[src/rtl/gray_to_binary_stream_decoder.sv]
// rtl/gray_to_binary_stream_decoder.sv - registered Gray-to-binary decoder with step classification
module gray_to_binary_stream_decoder #(
    parameter int WIDTH     = 4,
    parameter int ERR_CNT_W = 8
) (
    input  logic                 Clock,
    input  logic                 Reset_n,
    input  logic [WIDTH-1:0]     Gray_Code_In,
    input  logic                 In_Valid,
    output logic                 In_Ready,
    output logic [WIDTH-1:0]     Binary_Code_Out,
    output logic                 Out_Valid,
    input  logic                 Out_Ready,
    output logic                 Step_Up,
    output logic                 Step_Down,
    output logic                 Step_Hold,
    output logic                 Step_Error,
    output logic [ERR_CNT_W-1:0] Error_Count,
    input  logic                 Clear_Errors
);

    localparam logic [WIDTH-1:0]     ONE     = WIDTH'(1);
    localparam logic [ERR_CNT_W-1:0] CNT_MAX = {ERR_CNT_W{1'b1}};

    function automatic logic [WIDTH-1:0] gray_to_bin(input logic [WIDTH-1:0] g);
        logic [WIDTH-1:0] b;
        b[WIDTH-1] = g[WIDTH-1];
        for (int i = WIDTH - 2; i >= 0; i--) begin
            b[i] = b[i+1] ^ g[i];
        end
        return b;
    endfunction

    logic [WIDTH-1:0]     bin_q, bin_d;
    logic                 out_valid_q, out_valid_d;
    logic                 have_prev_q, have_prev_d;
    logic                 step_up_q, step_up_d;
    logic                 step_down_q, step_down_d;
    logic                 step_hold_q, step_hold_d;
    logic                 step_error_q, step_error_d;
    logic [ERR_CNT_W-1:0] err_cnt_q, err_cnt_d;

    logic                 accept;
    logic [WIDTH-1:0]     dec_bin;
    logic                 is_hold, is_up, is_down;

    assign In_Ready = ~out_valid_q | Out_Ready;
    assign accept   = In_Valid & In_Ready;
    assign dec_bin  = gray_to_bin(Gray_Code_In);

    // The output register always carries the last accepted value, so it doubles
    // as the previous-value reference for step classification.
    assign is_hold  = (dec_bin == bin_q);
    assign is_up    = (dec_bin == (bin_q + ONE));
    assign is_down  = (dec_bin == (bin_q - ONE));

    always_comb begin
        bin_d        = bin_q;
        out_valid_d  = out_valid_q;
        have_prev_d  = have_prev_q;
        step_up_d    = step_up_q;
        step_down_d  = step_down_q;
        step_hold_d  = step_hold_q;
        step_error_d = step_error_q;
        err_cnt_d    = err_cnt_q;

        if (accept) begin
            bin_d        = dec_bin;
            out_valid_d  = 1'b1;
            have_prev_d  = 1'b1;
            step_hold_d  = have_prev_q & is_hold;
            step_up_d    = have_prev_q & ~is_hold & is_up;
            step_down_d  = have_prev_q & ~is_hold & ~is_up & is_down;
            step_error_d = have_prev_q & ~is_hold & ~is_up & ~is_down;
        end else if (out_valid_q && Out_Ready) begin
            out_valid_d = 1'b0;
        end

        if (Clear_Errors) begin
            err_cnt_d = '0;
        end else if (accept && step_error_d && (err_cnt_q != CNT_MAX)) begin
            err_cnt_d = err_cnt_q + ERR_CNT_W'(1);
        end
    end

    always_ff @(posedge Clock) begin
        if (!Reset_n) begin
            bin_q        <= '0;
            out_valid_q  <= 1'b0;
            have_prev_q  <= 1'b0;
            step_up_q    <= 1'b0;
            step_down_q  <= 1'b0;
            step_hold_q  <= 1'b0;
            step_error_q <= 1'b0;
            err_cnt_q    <= '0;
        end else begin
            bin_q        <= bin_d;
            out_valid_q  <= out_valid_d;
            have_prev_q  <= have_prev_d;
            step_up_q    <= step_up_d;
            step_down_q  <= step_down_d;
            step_hold_q  <= step_hold_d;
            step_error_q <= step_error_d;
            err_cnt_q    <= err_cnt_d;
        end
    end

    assign Binary_Code_Out = bin_q;
    assign Out_Valid       = out_valid_q;
    assign Step_Up         = step_up_q;
    assign Step_Down       = step_down_q;
    assign Step_Hold       = step_hold_q;
    assign Step_Error      = step_error_q;
    assign Error_Count     = err_cnt_q;

endmodule

[config.mk]
export PLATFORM = sky130hd
export DESIGN_NAME = gray_to_binary_stream_decoder
export DESIGN_NICKNAME = d
export VERILOG_FILES = /design/src/rtl/gray_to_binary_stream_decoder.sv
export SDC_FILE = /design/constraint.sdc
export NUM_CORES = 1
export LEC_CHECK = 0
export BUFFER_PORTS_ARGS = -buffer_cell sky130_fd_sc_hd__clkbuf_2
export CAP_MARGIN = 20
export CORE_UTILIZATION = 47
export CTS_BUF_LIST = sky130_fd_sc_hd__clkbuf_16
export CTS_CLUSTER_SIZE = 28
export DETAILED_ROUTE_END_ITERATION = 8
export GPL_TIMING_DRIVEN = 0
export PLACE_DENSITY_LB_ADDON = 0.25
export SYNTH_ARGS = -nofsm -noshare
export SYNTH_HDL_FRONTEND = slang
export SYNTH_SLANG_ARGS = --single-unit
[constraint.sdc]
create_clock -name Clock -period 2.5 [get_ports Clock]
set_input_delay 0.5 -clock Clock [delete_from_list [all_inputs] [get_ports Clock]]
set_output_delay 0.5 -clock Clock [all_outputs]
set_load 0.01 [all_outputs]
# --- Yosys cells after proc, flatten, opt, wreduce, memory -nomap -nowiden ---
# Index checks and enable logic that the tools add are counted.
classes:
  addsub: 3
  n_eq_ne: 4
  mux: 3
  bitwise: 16
  n_reduce_logical: 5
ops:
  columns: ["cell", "count"]
  rows:
  - ["equality test 4 bit", 3]
  - ["adder 8 x 1 -> 8 bit (second input constant)", 1]
  - ["inequality test 8 bit (second input constant)", 1]
  - ["AND 1 bit", 7]
  - ["inverter 1 bit", 5]
  - ["adder 4 x 1 -> 4 bit (second input constant)", 1]
  - ["subtractor 4 x 1 -> 4 bit (second input constant)", 1]
  - ["logical AND 1 bit", 3]
  - ["2-to-1 mux 1 bit", 3]
  - ["bitwise XOR 1 bit", 3]
  - ["nonzero test 2 bit", 1]
  - ["OR reduction 2 bit", 1]
  - ["bitwise OR 1 bit", 1]
totals:
  regBits: 18
  inputBits: 9
  output_inout_bits: 18
  elab_cells: 39

# --- Longest topological paths before layout ---
# Gate-level depths: netlist (run 1).
depth:
  ltp_word: 11
  depth_mapped: 9

# --- Worst setup path after synthesis (run 1) ---
# No wires, ideal clock.
synth_timing:
  path_type: "input -> register"
  start: "input port Gray_Code_In[3]"
  end: "register err_cnt_q[7] (netlist: Error_Count[7])"
  setup_time_ns: 0.070
  arrival_ns: 2.224
  t_required_ns: 2.430
  setup_slack_ns: 0.205
  cell_stages: 7
  n_path_buf: 1
  cell_sequence: "buf_6 > xnor3_2 > xnor2_4 > o21bai_2 > nand4_4 > or4_1 > a21oi_1"
synth_via:
  elab_chain_len: 11
  word_cells_on_any_way: 15
  classes_between: "eq/ne: 3; mux: 1; bitwise: 9; reduce/logical: 2"
synth_rtl:
  columns: ["element", "line", "rtl"]
  rows:
  - ["from (decl)", "8", "input logic [WIDTH-1:0] Gray_Code_In,"]
  - ["bitwise XOR 1 bit (3 in series)", "29", "b[i] = b[i+1] ^ g[i];"]
  - ["equality test 4 bit", "53", "assign is_hold = (dec_bin == bin_q);"]
  - ["inverter 1 bit", "74", "step_error_d = have_prev_q & ~is_hold & ~is_up & ~is_down;"]
  - ["AND 1 bit (2 in series)", "74", null]
  - ["AND 1 bit *", "74", null]
  - ["2-to-1 mux 1 bit *", "67", "if (accept) begin"]
  - ["logical AND 1 bit * (2 in series)", "81", "end else if (accept && step_error_d && (err_cnt_q != CNT_MAX)) begin"]
  - ["to (signal assigned)", "104", "err_cnt_q <= err_cnt_d;"]
  - ["to (decl)", "41", "logic [ERR_CNT_W-1:0] err_cnt_q, err_cnt_d;"]
# Mark *: on every way between the ends. The rest lies on a longest branch, timed or not.
# A chain may end at the register's enable or synchronous reset.

# --- Final worst setup path (run 1) ---
# Same ends and word-level chain as after synthesis.

==> flow_metrics.env, run 1 <==
export IMPL_post_cts_setup_buffer_count=0
export IMPL_min_path_type="reg -> reg"
export IMPL_clock_root_buffer="clkbuf_16"
export IMPL_min_period_over_period_pct=88.0
export IMPL_grt_pass1_vias=898
export IMPL_hold_buffers=0
export IMPL_crit_arrival_ns=2.37
export IMPL_maxCapViolations=0
export IMPL_dr_pass1_iters=4
export IMPL_critPathRequiredTime_ns=2.67
export IMPL_cts_tree="done"
export IMPL_ys_warn_count=0
export IMPL_antenna_left=0
export IMPL_dpl_cell_area_um2=1250
export IMPL_clockBufferDepth=2
export IMPL_rsz0062_at_grt="no"
export IMPL_clock_sinks=18
export IMPL_vdd_drop_max_mv=0.529
export IMPL_synth_area_leader_cell="dfxtp_1"
export IMPL_viasPerCell=5.37
export IMPL_fmax_mhz=455
export IMPL_fin_worst_skew_ns=0.00267
export IMPL_final_nets=165
export IMPL_critPathLaunchType="primary input"
export IMPL_area_growth_pct=21.9
export IMPL_start_util_pct=49.4
export IMPL_final_min_clock_period_ns=2.20
export IMPL_netlist_top_cells_area="dfxtp_1 33%, xnor2_1 6.4%, xor2_1 4.8%"
export IMPL_wl_per_cell_um=12.2
export IMPL_cp_end_kind="flip-flop"
export IMPL_pre_cts_ws_ns=0.0525
export IMPL_whs_ns=0.475
export IMPL_finalSetupTns_ns=0
export IMPL_synth_yosys_seq_area_share_pct=33.0
export IMPL_via_count=967
export IMPL_worst_slack_ns=0.300
export IMPL_route_detailed_drc=0
export IMPL_relSlewSlack_pct=73.9
export IMPL_cts_buffers=3
export IMPL_total_power_w=0.000801
export IMPL_die_area_um2=2520
export IMPL_cellPowerDensity_nw_per_um2=601
export IMPL_clock_latency_ns=0.25
export IMPL_htreeDepth=1
export IMPL_chipWidth_um=50.2
export IMPL_ctsResizeCount=0
export IMPL_rows=17
export IMPL_port_buffers=25
export IMPL_worst_path_max_fanout=8
export IMPL_avgSynthCellArea_um2=8.89
export IMPL_leakage_nw=0.553
export IMPL_crit_type="in -> reg"
export IMPL_core_area_um2=2210
export IMPL_routed_wl_mm=2.19
export IMPL_boundaryPins=27
export IMPL_drive_above_1_share_pct=23.7
export IMPL_ys_seq_elements=18
export IMPL_dp_hpwl_mm=1.67
export IMPL_grt_antenna_before_repair=0
export IMPL_outcome="finished, final reports clean"
export IMPL_grt_pass1_wl_mm=3.78
export IMPL_globalplace_congestion=0.793
export IMPL_yosysUniqueCellTypes=39
export IMPL_fp_dieH_um=50.2
export IMPL_antenna_cells=0
export IMPL_hold_viol_final=0
export IMPL_synth_area_um2=1090
export IMPL_final_area_um2=1330
export IMPL_drt_iter0_drc=17
export IMPL_grt_overflow=0
export IMPL_grt_use_total_pct=19.6
export IMPL_finalMaxSlewViolations=0
export IMPL_syn_inst=123
export IMPL_syn_nets=135
export IMPL_synth_top_area_share_pct=33.0
export IMPL_worst_slew_pin_slew_ns=0.390
export IMPL_setup_viol=0
export IMPL_grt_start_max_net_pins=11
export IMPL_clkTransAtPathRegs_ns=0.05
cell families after synthesis:
logic type	after synthesis	share of synthesized area, %
compound gates	28	18.3
xor+xnor	16	15.9
fa+ha+maj	3	3.43
buf+inv	9	3.89
flops	18	33.0
simple gates	49	25.5
synthesized netlist by cell type:
cell      number
a21oi_1        5
or2_2          1
xnor3_2        1
nand3_1        8
and3b_1        1
nand3b_1       1
nor3_1         1
nor2_1         2
a41oi_2        1
xnor2_4        1
o21ai_1        3
nor3b_1        1
and3_1         2
dfxtp_1       18
buf_2          1
nand2_1       13
a211oi_1       1
or3_1          5
nand2b_1       2
o21bai_1       1
nand4_1        4
nor2b_1        1
xor2_1         6
clkbuf_1       3
o211a_1        3
xnor2_1        8
nor4_1         1
o21ai_0        4
or4_1          1
ha_1           3
and2_1         4
o21a_1         1
nand4_4        1
o31ai_1        2
o211ai_1       2
a21boi_0       4
buf_6          1
o21bai_2       1
inv_1          4
critical path, stage by stage:
cell and delay [ns]:
buf_6 0.10, xnor3_2 0.53, xnor2_4 0.27, o21bai_2 0.19, nand4_4 0.15, or4_1 0.48, a21oi_1 0.15
layout make-up:
cell class / instances / area, um2
clock inverters: 1 / 3.75
inverters: 4 / 15.0
plain buffers: 5 / 27.5
multi-input cells: 96 / 691
fillers: 209 / 880
well taps: 28 / 35.0
flip-flops and latches: 18 / 360
repair buffers: 25 / 125
clock buffers: 3 / 75.1
cell usage in the layout (no fill, tap or decap), types with 2 or more instances in the layout:
master / n
clkbuf_2: 25
dfxtp_1: 18
nand2_1: 13
nand3_1: 8
xnor2_1: 8
xor2_1: 6
or3_1: 5
a21oi_1: 5
inv_1: 4
nand4_1: 4
and2_1: 4
a21boi_0: 4
o21ai_0: 4
clkbuf_1: 3
o211a_1: 3
o21ai_1: 3
ha_1: 3
clkbuf_16: 3
nand2b_1: 2
o211ai_1: 2
nor2_1: 2
and3_1: 2
o31ai_1: 2
layer usage:
layer | vias up | global-route usage (%) | share of wire [%]
met5 | - | 0 | 0
met4 | 0 | 4.29 | 0.37
met3 | 2 | 6.36 | 4.1
met2 | 18 | 32.4 | 48
met1 | 449 | 24.5 | 47
li1 | 498 | - | -
metrics by stage:
step	std cells	util, %
floorplan	123	-
finish	180	60.2
detailed placement	176	56.7
CTS	180	60.2
global placement	176	56.7
global route	180	60.2
final timing paths:
path	start	to	slack, ns	cells after the start
min	Step_Up$_SDFFE_PN0P_	Step_Up$_SDFFE_PN0P_	0.47	2
min reg2reg	Step_Up$_SDFFE_PN0P_	Step_Up$_SDFFE_PN0P_	0.47	2
max	Gray_Code_In[3]	Error_Count[7]$_SDFFE_PP0P_	0.30	7
max reg2reg	Binary_Code_Out[0]$_SDFFE_PN0P_	Error_Count[7]$_SDFFE_PP0P_	0.34	8
sequential cells by signal (all words and copies together) (netlist names):
name	flops
Binary_Code_Out	4
Error_Count	8
Out_Valid	1
Step_Down	1
Step_Error	1
Step_Hold	1
Step_Up	1
have_prev_q	1
where the power goes:
group,internal (W),total (W),switching [W]
clock network,0.000212,0.000313,0.000100
logic,0.0000795,0.000178,0.0000988
registers,0.000298,0.000310,0.0000126
total,0.000589,0.000801,0.000212
No activity file was read; power rests on OpenSTA's default activity.
==> run 2, diff against run 1 <==
--- a/config.mk
+++ b/config.mk
@@ -12,7 +12,8 @@
 export CTS_CLUSTER_SIZE = 28
 export DETAILED_ROUTE_END_ITERATION = 8
 export GPL_TIMING_DRIVEN = 0
-export PLACE_DENSITY_LB_ADDON = 0.25
+export MAX_ROUTING_LAYER = met4
+export PLACE_DENSITY = 0.77
 export SYNTH_ARGS = -nofsm -noshare
 export SYNTH_HDL_FRONTEND = slang
 export SYNTH_SLANG_ARGS = --single-unit
==> run 2 against run 1 <==
Against the previous run: clock power increased by 3%; sequential share of layout area did not move; first-iteration DRC count is 24% lower; die area stayed put; combinational power about the same; critical path depth unchanged; largest power group unchanged; via count fell by 0.21%; hold slack got worse by 0.013 ns; largest cell class unchanged; sequential power about the same; core utilization stayed put; fmax about the same.
==> flow_metrics.env, run 2 (synthesis results as in run 1) <==
export IMPL_cpPeakStageDelay_ns=0.52
export IMPL_cts_buffers=3
export IMPL_chipWidth_um=50.2
export IMPL_drt_iter0_drc=13
export IMPL_rsz0062_at_grt="no"
export IMPL_grt_use_total_pct=20.7
export IMPL_grt_start_max_net_pins=11
export IMPL_cts_tree="done"
export IMPL_grt_pass1_vias=855
export IMPL_htreeDepth=1
export IMPL_core_area_um2=2210
export IMPL_worst_slew_pin_slew_ns=0.387
export IMPL_antenna_left=0
export IMPL_hold_buffers=0
export IMPL_crit_type="in -> reg"
export IMPL_min_period_over_period_pct=88.0
export IMPL_final_nets=165
export IMPL_final_min_clock_period_ns=2.20
export IMPL_start_util_pct=49.4
export IMPL_finalMaxSlewViolations=0
export IMPL_boundaryPins=27
export IMPL_worst_path_max_fanout=8
export IMPL_setup_viol=0
export IMPL_fin_worst_skew_ns=0.00337
export IMPL_clkTransAtPathRegs_ns=0.05
export IMPL_finalSetupTns_ns=0
export IMPL_grt_antenna_before_repair=0
export IMPL_multiInputGateArea_um2=691
export IMPL_area_growth_pct=21.9
export IMPL_antenna_cells=0
export IMPL_post_cts_setup_buffer_count=0
export IMPL_cellPowerDensity_nw_per_um2=609
export IMPL_fmax_mhz=455
export IMPL_port_buffers=25
export IMPL_wl_per_cell_um=12.6
export IMPL_dp_hpwl_mm=1.67
export IMPL_maxCapViolations=0
export IMPL_leakage_nw=0.553
export IMPL_clockBufferDepth=2
export IMPL_clock_latency_ns=0.25
export IMPL_via_count=965
export IMPL_clock_root_buffer="clkbuf_16"
export IMPL_rows=17
export IMPL_fp_dieH_um=50.2
export IMPL_worst_slack_ns=0.301
export IMPL_n_fill_cell=210
export IMPL_relSlewSlack_pct=74.0
export IMPL_largest_register_ffs=8
export IMPL_min_path_type="reg -> reg"
export IMPL_crit_arrival_ns=2.38
export IMPL_viasPerCell=5.36
export IMPL_vdd_drop_max_mv=0.349
export IMPL_die_area_um2=2520
export IMPL_grt_overflow=0
export IMPL_layout_common_cells="25 x clkbuf_2, 18 x dfxtp_1, 13 x nand2_1, 8 x nand3_1, 8 x xnor2_1"
export IMPL_hold_viol_final=0
export IMPL_clock_sinks=18
export IMPL_route_detailed_drc=0
export IMPL_total_power_w=0.000812
export IMPL_ctsResizeCount=0
export IMPL_pre_cts_ws_ns=0.0661
export IMPL_routed_wl_mm=2.27
export IMPL_cp_cell_sequence="buf_6 -> xnor3_2 -> xnor2_4 -> o21bai_2 -> nand4_4 -> or4_1 -> a21oi_1"
export IMPL_critPathRequiredTime_ns=2.68
export IMPL_critPathLaunchType="primary input"
export IMPL_drive_above_1_share_pct=23.7
export IMPL_seq_area_um2=360
export IMPL_cp_end_kind="flip-flop"
export IMPL_crit_path_top_delay_cell="xnor3_2"
export IMPL_globalplace_congestion=0.804
export IMPL_grt_pass1_wl_mm=3.85
export IMPL_layout_commonest_cell="clkbuf_2"
export IMPL_outcome="finished, final reports clean"
export IMPL_dr_pass1_iters=4
run 2: cell counts in the layout (fill, tap and decap cells not counted):
No cell type changed its count.
run 2: area by class of cell:
type	count	share of cell area, %
clock inverters	1	0.282
well taps	28	2.63
flip-flops and latches	18	27.0
clock buffers	3	5.63
repair buffers	25	9.39
plain buffers	5	2.07
inverters	4	1.13
multi-input cells	96	51.8
run 2: final timing paths:
kind	from	depth (start not counted)	end	slack [ns]
worst max-delay path	Gray_Code_In[3]	7	Error_Count[7]$_SDFFE_PP0P_	0.30
worst min-delay path	Step_Error$_SDFF_PN0_	2	Step_Error$_SDFF_PN0_	0.46
worst max register to register	Binary_Code_Out[0]$_SDFFE_PN0P_	8	Error_Count[7]$_SDFFE_PP0P_	0.33
worst min register to register	Step_Error$_SDFF_PN0_	2	Step_Error$_SDFF_PN0_	0.46
run 2: critical path: cells and delay by family:
family | cells | cell delay [ns]
AO/OA/AOI/OAI | 2 | 0.33
XOR/XNOR | 2 | 0.80
buffers and inverters | 1 | 0.10
AND/OR/NAND/NOR | 2 | 0.63
run 2: routing by layer:
| metal | vias up | part of all wire [%] | global-route usage [%] |
|---|---|---|---|
| met4 | 0 | 1.5 | 8.57 |
| met3 | 5 | 3.0 | 3.64 |
| met2 | 19 | 49 | 32.2 |
| met1 | 444 | 47 | 26.4 |
| li1 | 497 | - | - |
| met5 | - | 0 | - |
run 2: power by group:
part	total (W)	switching [W]	internal [W]
combinational	0.000181	0.000101	0.0000794
clock	0.000322	0.000109	0.000213
sequential	0.000310	0.0000122	0.000297
run 2: stage by stage:
stage / instance area, um2 / utilization [%] / std cells / hold slack (ns)
finish: 1330 / 60.2 / 180 / 0.462
floorplan: 1090 / - / 123 / 0.485
detailed placement: 1250 / 56.7 / 176 / 0.460
global placement: 1250 / 56.7 / 176 / 0.449
CTS: 1330 / 60.2 / 180 / 0.466
global route: 1330 / 60.2 / 180 / 0.487
==> run 3, diff against run 2 <==
--- a/config.mk
+++ b/config.mk
@@ -11,9 +11,9 @@
 export CTS_BUF_LIST = sky130_fd_sc_hd__clkbuf_16
 export CTS_CLUSTER_SIZE = 28
 export DETAILED_ROUTE_END_ITERATION = 8
-export GPL_TIMING_DRIVEN = 0
 export MAX_ROUTING_LAYER = met4
 export PLACE_DENSITY = 0.77
+export SKIP_LAST_GASP = 1
 export SYNTH_ARGS = -nofsm -noshare
 export SYNTH_HDL_FRONTEND = slang
 export SYNTH_SLANG_ARGS = --single-unit
==> run 3 against run 2 <==
Against the previous run: via count down 0.21%; sequential cell count did not move; clock power shrank 2%; die area did not move; sequential share of layout area unchanged; power fell by 1.0%; register-to-register slack got worse by 0.09 ns; largest cell class unchanged; fmax shrank 2.5%; final area did not move; critical path depth rose by 1; hold slack got worse by 0.0015 ns.
==> flow_metrics.env, run 3 (synthesis results as in run 1) <==
export IMPL_n_fill_cell=195
export IMPL_dpl_cell_area_um2=1250
export IMPL_outcome="finished, final reports clean"
export IMPL_min_path_type="reg -> reg"
export IMPL_seq_power_share_pct=39.0
export IMPL_globalplace_congestion=0.807
export IMPL_setup_viol=0
export IMPL_clock_sinks=18
export IMPL_rsz0062_at_grt="no"
export IMPL_hold_viol_final=0
export IMPL_crit_arrival_ns=2.43
export IMPL_via_count=963
export IMPL_vdd_drop_max_mv=0.599
export IMPL_finish_utilization_pct=60.2
export IMPL_drive_above_1_share_pct=25.2
export IMPL_clock_root_buffer="clkbuf_16"
export IMPL_min_period_over_period_pct=90.2
export IMPL_route_detailed_drc=0
export IMPL_largest_register_ffs=8
export IMPL_clkTransAtPathRegs_ns=0.05
export IMPL_worst_slew_pin_slew_ns=0.374
export IMPL_multiInputGateArea_um2=691
export IMPL_cp_end_kind="flip-flop"
export IMPL_min_from="Step_Error$_SDFF_PN0_"
export IMPL_antenna_cells=0
export IMPL_worst_path_max_fanout=12
export IMPL_internal_power_w=0.000591
export IMPL_clockBufferDepth=2
export IMPL_wl_per_cell_um=11.9
export IMPL_area_growth_pct=21.9
export IMPL_core_area_um2=2210
export IMPL_maxCapViolations=0
export IMPL_hold_buffers=0
export IMPL_die_area_um2=2520
export IMPL_routed_wl_mm=2.14
export IMPL_antenna_left=0
export IMPL_relSlewSlack_pct=74.9
export IMPL_grt_use_total_pct=20.1
export IMPL_rows=17
export IMPL_cts_tree="done"
export IMPL_grt_start_max_net_pins=13
export IMPL_chipWidth_um=50.2
export IMPL_post_cts_setup_buffer_count=0
export IMPL_final_nets=164
export IMPL_drt_iter0_drc=13
export IMPL_fmax_mhz=443
export IMPL_combPwrFrac_pct=21.9
export IMPL_boundaryPins=27
export IMPL_fin_worst_skew_ns=0.00199
export IMPL_dp_hpwl_mm=1.69
export IMPL_final_area_um2=1330
export IMPL_p_clk_share_pct=39.1
export IMPL_grt_pass1_vias=909
export IMPL_grt_pass1_wl_mm=3.81
export IMPL_leakage_nw=0.559
export IMPL_final_min_clock_period_ns=2.26
export IMPL_finalMaxSlewViolations=0
export IMPL_clock_latency_ns=0.25
export IMPL_viasPerCell=5.38
export IMPL_startpoint="Binary_Code_Out[0]$_SDFFE_PN0P_"
export IMPL_cts_buffers=3
export IMPL_htreeDepth=1
export IMPL_switching_share_pct=26.4
export IMPL_dr_pass1_iters=4
export IMPL_critPathLaunchType="flip-flop"
export IMPL_grt_antenna_before_repair=0
export IMPL_start_util_pct=49.4
export IMPL_regToRegStartpoint="Binary_Code_Out[0]$_SDFFE_PN0P_"
export IMPL_finalSetupTns_ns=0
export IMPL_p_sw_w=0.000212
export IMPL_port_buffers=26
export IMPL_critPathRequiredTime_ns=2.68
export IMPL_ctsResizeCount=0
export IMPL_fp_dieH_um=50.2
export IMPL_crit_type="reg -> reg"
export IMPL_seq_area_um2=360
export IMPL_layout_commonest_cell="clkbuf_2"
export IMPL_layout_common_cells="26 x clkbuf_2, 18 x dfxtp_1, 13 x nand2_1, 8 x nand3_1, 8 x xnor2_1"
export IMPL_grt_overflow=0
export IMPL_cellPowerDensity_nw_per_um2=603
run 3: cell count changes in the layout (fill, tap and decap cells not counted):
cell	before	now
buf_6	1	0
clkbuf_2	25	26
buf_4	0	3
buf_2	1	0
clkbuf_1	3	0
run 3: layout make-up:
| cell class | instances | share of cell area (%) |
|---|---|---|
| clock buffers | 3 | 5.63 |
| repair buffers | 29 | 11.5 |
| well taps | 28 | 2.63 |
| clock inverters | 1 | 0.282 |
| inverters | 4 | 1.13 |
| flip-flops and latches | 18 | 27.0 |
| multi-input cells | 96 | 51.8 |
run 3: path summary, 6_finish.rpt:
kind	endpoint	slack, ns	cells after the start
max reg2reg	Error_Count[7]$_SDFFE_PP0P_	0.24	8
min reg2reg	Step_Error$_SDFF_PN0_	0.46	2
min	Step_Error$_SDFF_PN0_	0.46	2
max	Error_Count[7]$_SDFFE_PP0P_	0.24	8
run 3: layer usage:
layer	up-vias	track usage (%)	share of wire (%)
met5	-	-	0
met4	0	6.19	0.98
met3	4	5.15	4.3
met2	18	34.2	49
met1	448	23.0	46
li1	493	-	-
run 3: power groups by stage:
stage,registers (W),clock network (W),logic [W]
6_report,0.000313,0.000315,0.000176
5_1_grt,0.000315,0.000334,0.000193
4_1_cts,0.000313,0.000322,0.000177
3_5_place_dp,0.000319,0,0.000176
3_3_place_gp,0.000318,0,0.000171
2_1_floorplan,0.000318,0,0.000134
run 3: worst max-delay path, stage by stage (launching register included):
cell,delay (ns)
dfxtp_1,0.47
inv_1,0.08
ha_1,0.22
xnor2_1,0.13
xnor2_1,0.17
a41oi_2,0.26
nand4_4,0.20
or4_1,0.51
a21oi_1,0.15
run 3: metrics by stage:
stage / hold slack [ns] / worst slack, ns / total power [W] / instances
floorplan: 0.485 / 0.205 / 0.000452 / 123
global placement: 0.450 / 0.101 / 0.000488 / 175
detailed placement: 0.459 / 0.00318 / 0.000495 / 175
CTS: 0.466 / 0.245 / 0.000812 / 179
global route: 0.483 / 0.0989 / 0.000843 / 179
finish: 0.461 / 0.245 / 0.000804 / 179
